## src/rtl/bus_pkg.sv

```systemverilog
// Shared definitions for the data-bus return path: slave ids, address regions and FSM states.
package bus_pkg;

    localparam logic [2:0] SLV_ROM  = 3'd0;
    localparam logic [2:0] SLV_KEY  = 3'd1;
    localparam logic [2:0] SLV_LED  = 3'd2;
    localparam logic [2:0] SLV_RAM  = 3'd3;
    localparam logic [2:0] SLV_UART = 3'd4;
    localparam logic [2:0] SLV_CLNT = 3'd5;
    localparam logic [2:0] SLV_PIC  = 3'd6;
    localparam logic [2:0] SLV_NONE = 3'd7;

    localparam logic [31:0] UART_ADDR  = 32'h1100_0000;
    localparam logic [31:0] ROM_BASE   = 32'h0000_0000;
    localparam logic [31:0] ROM_LIMIT  = 32'h0FFF_FFFF;
    localparam logic [31:0] KEY_ADDR   = 32'h1000_0000;
    localparam logic [31:0] LED_ADDR   = 32'h1000_0004;
    localparam logic [31:0] RAM_BASE   = 32'h2000_0000;
    localparam logic [31:0] RAM_LIMIT  = 32'h2FFF_FFFF;
    localparam logic [31:0] CLNT_BASE  = 32'h3000_0000;
    localparam logic [31:0] CLNT_LIMIT = 32'h3FFF_FFFF;
    localparam logic [31:0] PIC_BASE   = 32'h4000_0000;
    localparam logic [31:0] PIC_LIMIT  = 32'h4FFF_FFFF;

    typedef enum logic [1:0] {
        ST_IDLE = 2'd0,
        ST_WAIT = 2'd1,
        ST_RESP = 2'd2
    } state_e;

    function automatic logic in_region(input logic [31:0] addr,
                                       input logic [31:0] base,
                                       input logic [31:0] limit);
        return (addr >= base) && (addr <= limit);
    endfunction

endpackage

```

## src/rtl/bus_slv_decode.sv

```systemverilog
// Combinational address-to-slave-id decode; first matching region wins, misses map to SLV_NONE.
module bus_slv_decode
    import bus_pkg::*;
(
    input  logic [31:0] addr,
    output logic [2:0]  sel
);

    // ordered priority decode; the UART address sits in front of the ROM range check
    always_comb begin
        sel = SLV_NONE;
        if (addr == UART_ADDR) begin
            sel = SLV_UART;
        end else if (in_region(addr, ROM_BASE, ROM_LIMIT)) begin
            sel = SLV_ROM;
        end else if (addr == KEY_ADDR) begin
            sel = SLV_KEY;
        end else if (addr == LED_ADDR) begin
            sel = SLV_LED;
        end else if (in_region(addr, RAM_BASE, RAM_LIMIT)) begin
            sel = SLV_RAM;
        end else if (in_region(addr, CLNT_BASE, CLNT_LIMIT)) begin
            sel = SLV_CLNT;
        end else if (in_region(addr, PIC_BASE, PIC_LIMIT)) begin
            sel = SLV_PIC;
        end else begin
            sel = SLV_NONE;
        end
    end

endmodule

```

## src/rtl/bus_rsp_collect.sv

```systemverilog
// Collects the addressed slave's ready/read data and returns a one-cycle response to the core.
// Optional WAIT timeout (bus error) enabled by defining BUS_RSP_TIMEOUT_EN.
module bus_rsp_collect
    import bus_pkg::*;
#(
    parameter int NSLV        = 7,
    parameter int TIMEOUT_CYC = 256
) (
    input  logic                 clk,
    input  logic                 rst_n,
    input  logic                 req_valid,
    input  logic [31:0]          req_addr,
    input  logic                 req_we,
    output logic                 req_ready,
    input  logic [NSLV-1:0]      slv_rdy,
    input  logic [32*NSLV-1:0]   slv_rdata,
    output logic                 rsp_valid,
    output logic [31:0]          rsp_rdata,
    output logic                 rsp_err,
    output logic                 busy
);

    if (TIMEOUT_CYC < 2 || TIMEOUT_CYC > 65535) begin : g_bad_timeout
        $error("TIMEOUT_CYC must lie in 2..65535");
    end

    state_e      state_r;
    state_e      state_nx_s;
    logic [2:0]  dec_sel_s;
    logic [2:0]  sel_r;
    logic        we_r;
    logic [31:0] rsp_rdata_r;
    logic        rsp_err_r;
    logic        sel_rdy_s;
    logic [31:0] sel_data_s;
    logic        accept_s;
    logic        capture_s;
    logic        fault_s;

    bus_slv_decode u_decode (
        .addr (req_addr),
        .sel  (dec_sel_s)
    );

    // pick out the latched slave's ready and data; every other slave is ignored
    always_comb begin
        sel_rdy_s  = 1'b0;
        sel_data_s = 32'h0000_0000;
        for (int i = 0; i < NSLV; i++) begin
            sel_rdy_s  = (sel_r == 3'(i)) ? slv_rdy[i] : sel_rdy_s;
            sel_data_s = (sel_r == 3'(i)) ? slv_rdata[32*i +: 32] : sel_data_s;
        end
    end

`ifdef BUS_RSP_TIMEOUT_EN
    localparam logic [15:0] TERM_CNT = 16'(TIMEOUT_CYC - 1);
    logic [15:0] cnt_r;

    // WAIT-cycle counter, cleared on accept
    always_ff @(posedge clk or negedge rst_n) begin
        if (!rst_n) begin
            cnt_r <= 16'd0;
        end else if (accept_s) begin
            cnt_r <= 16'd0;
        end else if (state_r == ST_WAIT && !sel_rdy_s) begin
            cnt_r <= cnt_r + 16'd1;
        end else begin
            cnt_r <= cnt_r;
        end
    end
`endif

    // next-state decode; ready is only looked at from WAIT, never in the accept cycle
    always_comb begin
        state_nx_s = state_r;
        accept_s   = 1'b0;
        capture_s  = 1'b0;
        fault_s    = 1'b0;
        case (state_r)
            ST_IDLE: begin
                if (req_valid) begin
                    accept_s   = 1'b1;
                    state_nx_s = (dec_sel_s == SLV_NONE) ? ST_RESP : ST_WAIT;
                end else begin
                    state_nx_s = ST_IDLE;
                end
            end
            ST_WAIT: begin
                if (sel_rdy_s) begin
                    capture_s  = 1'b1;
                    state_nx_s = ST_RESP;
                end
`ifdef BUS_RSP_TIMEOUT_EN
                else if (cnt_r == TERM_CNT) begin
                    fault_s    = 1'b1;
                    state_nx_s = ST_RESP;
                end
`endif
                else begin
                    state_nx_s = ST_WAIT;
                end
            end
            ST_RESP: state_nx_s = ST_IDLE;
            default: state_nx_s = ST_IDLE;
        endcase
    end

    // state, latched request attributes and response data
    always_ff @(posedge clk or negedge rst_n) begin
        if (!rst_n) begin
            state_r     <= ST_IDLE;
            sel_r       <= SLV_NONE;
            we_r        <= 1'b0;
            rsp_rdata_r <= 32'h0000_0000;
            rsp_err_r   <= 1'b0;
        end else begin
            state_r <= state_nx_s;
            if (accept_s) begin
                sel_r <= dec_sel_s;
                we_r  <= req_we;
                if (dec_sel_s == SLV_NONE) begin
                    rsp_rdata_r <= 32'h0000_0000;
                    rsp_err_r   <= 1'b1;
                end
            end else if (capture_s) begin
                rsp_rdata_r <= we_r ? 32'h0000_0000 : sel_data_s;
                rsp_err_r   <= 1'b0;
            end else if (fault_s) begin
                rsp_rdata_r <= 32'h0000_0000;
                rsp_err_r   <= 1'b1;
            end
        end
    end

    assign req_ready = (state_r == ST_IDLE);
    assign busy      = (state_r == ST_WAIT) || (state_r == ST_RESP);
    assign rsp_valid = (state_r == ST_RESP);
    assign rsp_rdata = rsp_rdata_r;
    assign rsp_err   = rsp_err_r;

endmodule

```

## config.mk

```make
export PLATFORM = sky130hd
export DESIGN_NAME = bus_rsp_collect
export DESIGN_NICKNAME = d
export VERILOG_FILES = /design/src/rtl/bus_pkg.sv /design/src/rtl/bus_slv_decode.sv /design/src/rtl/bus_rsp_collect.sv
export SDC_FILE = /design/constraint.sdc
export NUM_CORES = 1
export LEC_CHECK = 0
export CAP_MARGIN = 20
export CORE_AREA = 2 2 118 120
export DETAILED_ROUTE_END_ITERATION = 10
export DIE_AREA = 0 0 120 122
export MAX_ROUTING_LAYER = met4
export PLACE_DENSITY = 0.72
export SETUP_SLACK_MARGIN = 0.15
export SLEW_MARGIN = 20
export SYNTH_ARGS = -nofsm -noshare
export SYNTH_HDL_FRONTEND = slang
export SYNTH_SLANG_ARGS = --single-unit
```

## constraint.sdc

```tcl
create_clock -name clk -period 2.41 [get_ports clk]
set_input_delay 0.482 -clock clk [delete_from_list [all_inputs] [get_ports clk]]
set_output_delay 0.482 -clock clk [all_outputs]
set_load 0.05 [all_outputs]
```

=== Word-level counts from Yosys, hierarchy flattened ===
Index checks and enable logic that the tools add are counted.

* Register bits after elaboration: 39
* Latch bits: 0
* Memory bits (writable): 0
* Memory bits (read-only): 0
* Bits of input ports: 267
* Memories kept: 0

* Add/sub/neg operators: 0
* Multipliers: 0
* Divide/modulo/power cells: 0
* Order comparisons: 8
* Equal/unequal tests: 13
* Shift-type cells: 0
* Mux-type cells: 36
* Bitwise logic cells: 0
* Reduce and logical (&&, ||, !) cells: 9

{| class="wikitable"
|+ Operators with widths
! operator !! number
|-
| $mux 32 || 11
|-
| $eq 32x29->1 const B || 3
|-
| $ge 32x30->1 const B || 2
|-
| $le 32x30->1 const B || 2
|-
| $ge 32x1->1 const B || 1
|-
| $ge 32x31->1 const B || 1
|-
| $le 32x28->1 const B || 1
|-
| $le 32x31->1 const B || 1
|-
| $mux 3 || 6
|-
| $mux 1 || 15
|-
| $eq 3x3->1 const B || 4
|-
| $eq 3x2->1 const B || 2
|-
| $mux 2 || 3
|-
| $logic_and 1x1->1 || 4
|-
| $pmux 2 s2 || 1
|-
| $eq 3x1->1 const B || 1
|-
| $logic_not 3->1 || 1
|-
| $eq 2x1->1 const B || 1
|-
| $eq 2x2->1 const B || 1
|-
| $logic_not 2->1 || 1
|-
| $ne 2x1->1 const B || 1
|-
| $reduce_and 2->1 || 1
|-
| $reduce_bool 2->1 || 1
|-
| $logic_or 1x1->1 || 1
|}

=== Logic depth before layout (Yosys ltp) ===
* Word-level depth: 13
* Depth in mapped cells: 8
* Depth with buffers taken out: 6

=== Modules after synthesis ===
From an unflattened synthesis, not the netlist that was laid out.

* Cell total of the unflattened synthesis: 363
* Area total of the unflattened synthesis: 3726.1 µm²

{| class="wikitable"
|+ Modules (own cells, without submodules)
! module !! instances !! cells each !! area an instance (µm²) !! sequential area each (µm²)
|-
| bus_rsp_collect || 1 || 343 || 3577.2 || 979.7
|-
| bus_slv_decode || 1 || 20 || 148.9 || 0.0
|}

=== Least setup slack after synthesis ===
Ideal clock, no wire load.

* Kind: reg2reg
* Start point: register state_r[0]
* End point: register rsp_rdata_r[10] (netlist: rsp_rdata[10])
* Setup time: 79 ps
* Data arrival time: 2236 ps
* Data required time: 2331 ps
* Slack: 95 ps
* Stages on the path, launching flop included: 8
* Cell sequence: dfrtp_1 -> inv_1 -> ha_1 -> nand2_1 -> or2_2 -> o22ai_2 -> buf_6 -> mux2i_1

* Word-level cells in the longest chain between the ends: 4
* Elaborated cells between the ends (all ways): 8
* Classes of those cells: eq/ne: 2; mux: 3; reduce/logical: 3

{| class="wikitable"
|+ Ends and longest elaborated chain
! element !! line !! RTL
|-
| start: declaration || bus_rsp_collect.sv:27 || <nowiki>state_e state_r;</nowiki>
|-
| start signal: assignment || bus_rsp_collect.sv:117 || <nowiki>state_r <= state_nx_s;</nowiki>
|-
| $logic_not 2->1 (*) || n/a ||
|-
| net req_ready || bus_rsp_collect.sv:14 || <nowiki>output logic req_ready,</nowiki>
|-
| $mux 1 (*) || bus_rsp_collect.sv:79 || <nowiki>case (state_r)</nowiki>
|-
| $ne 2x1->1 (no source line) / $reduce_bool 2->1 (equally long branches) || n/a ||
|-
| $reduce_and 2->1 (no source line) || n/a ||
|-
| end signal: assignment || bus_rsp_collect.sv:126 || <nowiki>rsp_rdata_r <= we_r ? 32'h0000_0000 : sel_data_s;</nowiki>
|-
| end: declaration || bus_rsp_collect.sv:32 || <nowiki>logic [31:0] rsp_rdata_r;</nowiki>
|}

Mark *: on every way through the listed nets, which the timed path passes. The rest lies on a longest branch.
A chain may end at the register's enable or synchronous reset.

=== Final worst setup path ===
* Start point: register state_r[0]
* End point: output rsp_valid

* Word-level cells in the longest chain between the ends: 1

{| class="wikitable"
|+ Ends and longest elaborated chain
! element !! line !! RTL
|-
| $eq 2x2->1 || bus_rsp_collect.sv:137 || <nowiki>assign rsp_valid = (state_r == ST_RESP);</nowiki>
|-
| end: declaration || bus_rsp_collect.sv:17 || <nowiki>output logic rsp_valid,</nowiki>
|}

Every way passes these cells.

==> results_dict.tcl <==
set metrics [dict create \
    synthTopCellsByArea "dfrtp_1 25%, a22oi_1 13%, mux2_2 10%" \
    fin_nets 989 \
    final_hold_viol_count 0 \
    drv_slew 0 \
    grt.overflow.total 0 \
    htreeDepth 2 \
    cts-hold-fix-buffers 0 \
    slew-limit-headroom 0.4229 \
    ys_ff_latch 39 \
    synth_edf_count 0 \
    synth_top_area_frac 0.2505 \
    hpwl_mm 12.84 \
    ys.warnings.count 0 \
    stdcell_count 900 \
    syn_area_per_cell_um2 8.363 \
    synth_seq_area_share 0.2724 \
    postPlaceCellArea_mm2 0.006897 \
    min_path_type "primary input to async pin" \
    cp_data_required_time_ps 1930 \
    power_leakage_nw 2.668 \
    syn_nets 700 \
    grtUsageMet1 0.2434 \
    detail-route-antenna-nets 0 \
    rsz0062_at_grt "false" \
    synthCells 430 \
    initial_core_util 0.2663 \
    grt_pass1_vias 4745 \
    fin_skew_ps 5.229 \
    num_antenna_cells 0 \
    setup_violations 0 \
    design_area_mm2 0.007042 \
    detail_route.wl_per_cell_um 18.11 \
    period_share 0.9163 \
    arrival_ps 1730 \
    drive_above_1_share 0.1097 \
    vias 4640 \
    vias_per_cell 5.156 \
    cts_tree "done" \
    total_power_mw 7.319 \
    area_delta_synth_final_pct 95.82 \
    max_freq_ghz 0.4529 \
    core_mm2 0.01350 \
    clk_pin_slew_worst_paths_ps 60 \
    num_rows 43 \
    grt_usage 0.2162 \
    grt_use_met2 0.3935 \
    cp-start-kind "flop" \
    async_flop_share 1.000 \
    place_inst 892 \
    worstMarginPinSlew_ps 865.6 \
    die_area_mm2 0.01464 \
    yosysMostFrequentCell "nor2_1" \
    drc_errors 0 \
    crit_type "flop to output pin" \
    drt-total-wl_mm 16.30 \
    critPathMaxFanout 2 \
    grt_max_degree 54 \
    mappedNetlistArea_mm2 0.003596 \
    outcome "finished clean" \
    cp-end-kind "output pin" \
    clock_latency_ps 280 \
    ios 303 \
    synth_top_area_cell "dfrtp_1" \
    setup_ws_ps 201.8 \
    min_period_ps 2208 \
    hold_ws_ps 321.4 \
    antenna_found_initial 0 \
    portBuffers 302 \
    grt_pass1_wl_mm 24.16 \
    dr.first_iter.drc_count 209 \
    grtUsageMet3 0.04026 \
    gp_congestion 0.8518 \
    synth_ff_type "dfrtp_1" \
    dp_slack_ps -31.24 \
    die_width_um 120 \
    clock_path_buffers 2 \
    fillers 1244 \
    grt-busiest-layer "met2" \
    cts.sinks 39 \
    fp.dieH_um 122 \
    synthTopCellsByCount "64 x nor2_1, 63 x a22oi_1, 36 x dfrtp_1" \
    vdd_ir_drop_max_mv 0.5339 \
    yosysUniqueCellTypes 37 \
    dr.pass1.iters 4 \
    pwr_density_cell_mw_per_mm2 1039 \
    max-cap-violations 0 \
    cts_root_buffer "clkbuf_16" \
    cts_made_buffers 5 \
]
==> cells by family after synthesis <==
group | synth area share
simple gates | 0.1148
compound gates | 0.3090
buf+inv | 0.09325
mux | 0.1952
xor+xnor | 0.004872
fa+ha+maj | 0.01044
flops | 0.2724
==> worst paths after layout <==
| check | slack (ps) | cells after the start | start | to |
|---|---|---|---|---|
| worst max-delay path | 200 | 3 | state_r[0] | rsp_valid |
| worst min-delay path | 320 | 1 | rst_n | rsp_rdata[24] |
| worst max register to register | 330 | 6 | sel_r[1] | rsp_rdata[30] |
| worst min register to register | 520 | 2 | rsp_rdata[18] | rsp_rdata[18] |
| max in group asynchronous | 1550 | 1 | rst_n | rsp_rdata[5] |
| min in group clk | 520 | 2 | rsp_rdata[18] | rsp_rdata[18] |
==> sequential cells by signal, summed over array words and instances, names as in the netlist <==
register	cells
rsp_rdata	32
state_r	2
rsp_err	1
we_r	1
sel_r	3
==> power breakdown <==
part           leakage [nW]  internal (mW)  switching (mW)
registers             0.509          0.950           0.239
logic                  2.09           2.27            3.19
clock network        0.0739          0.410           0.254
==> per-layer routing <==
| layer | up-vias | routed length, µm |
|---|---|---|
| met3 | 24 | 1238 |
| met2 | 247 | 8336 |
| li1 | 2202 | - |
| met4 | 0 | 303 |
| met5 | - | 0 |
| met1 | 2167 | 6421 |
==> metrics by stage <==
step,setup TNS [ps],util
floorplan,0,-
global placement,0,0.5107
detailed placement,-549.7,0.5107
CTS,0,0.5214
global route,0,0.5214
finish,0,0.5214
==> repair_timing <==
action                     CTS  global route
setup buffers                0             0
setup endpoints to repair    2             0
resized for setup            2             0
==> critical path: stages, from the launching register on <==
cell and delay, ps:
dfrtp_1 390, inv_1 90, ha_1 160, clkdlybuf4s50_1 800
==> layout make-up <==
cell class	count	area, µm²	share of cell area
Clock inverter	1	5.005	0.0007107
Timing Repair Buffer	325	3238	0.4598
Tap cell	180	225.2	0.03198
Inverter	35	131.4	0.01866
Clock buffer	7	142.6	0.02026
Sequential cell	39	979.7	0.1391
Multi-Input combinational cell	313	2320	0.3294
==> cells in the final DEF (no fill, tap or decap), drive strengths merged, types with 2 or more instances in the layout <==
| cell | netlist | layout |
|---|---|---|
| a21oi | 5 | 5 |
| clkdlybuf4s50 | 0 | 299 |
| clkbuf | 24 | 7 |
| dfrtp | 36 | 36 |
| inv | 35 | 35 |
| buf | 19 | 24 |
| o32ai | 2 | 2 |
| nor4 | 6 | 6 |
| o22ai | 34 | 34 |
| nor2b | 4 | 4 |
| o221ai | 31 | 31 |
| dlygate4sd2 | 0 | 2 |
| o21ai | 7 | 7 |
| or2 | 2 | 2 |
| nand2 | 11 | 11 |
| nand2b | 2 | 2 |
| mux2i | 33 | 33 |
| dfstp | 3 | 3 |
| a22oi | 63 | 63 |
| nor2 | 64 | 64 |
| ha | 3 | 3 |
| mux2 | 33 | 33 |
Note: power is estimated with default switching activity, not from simulation.
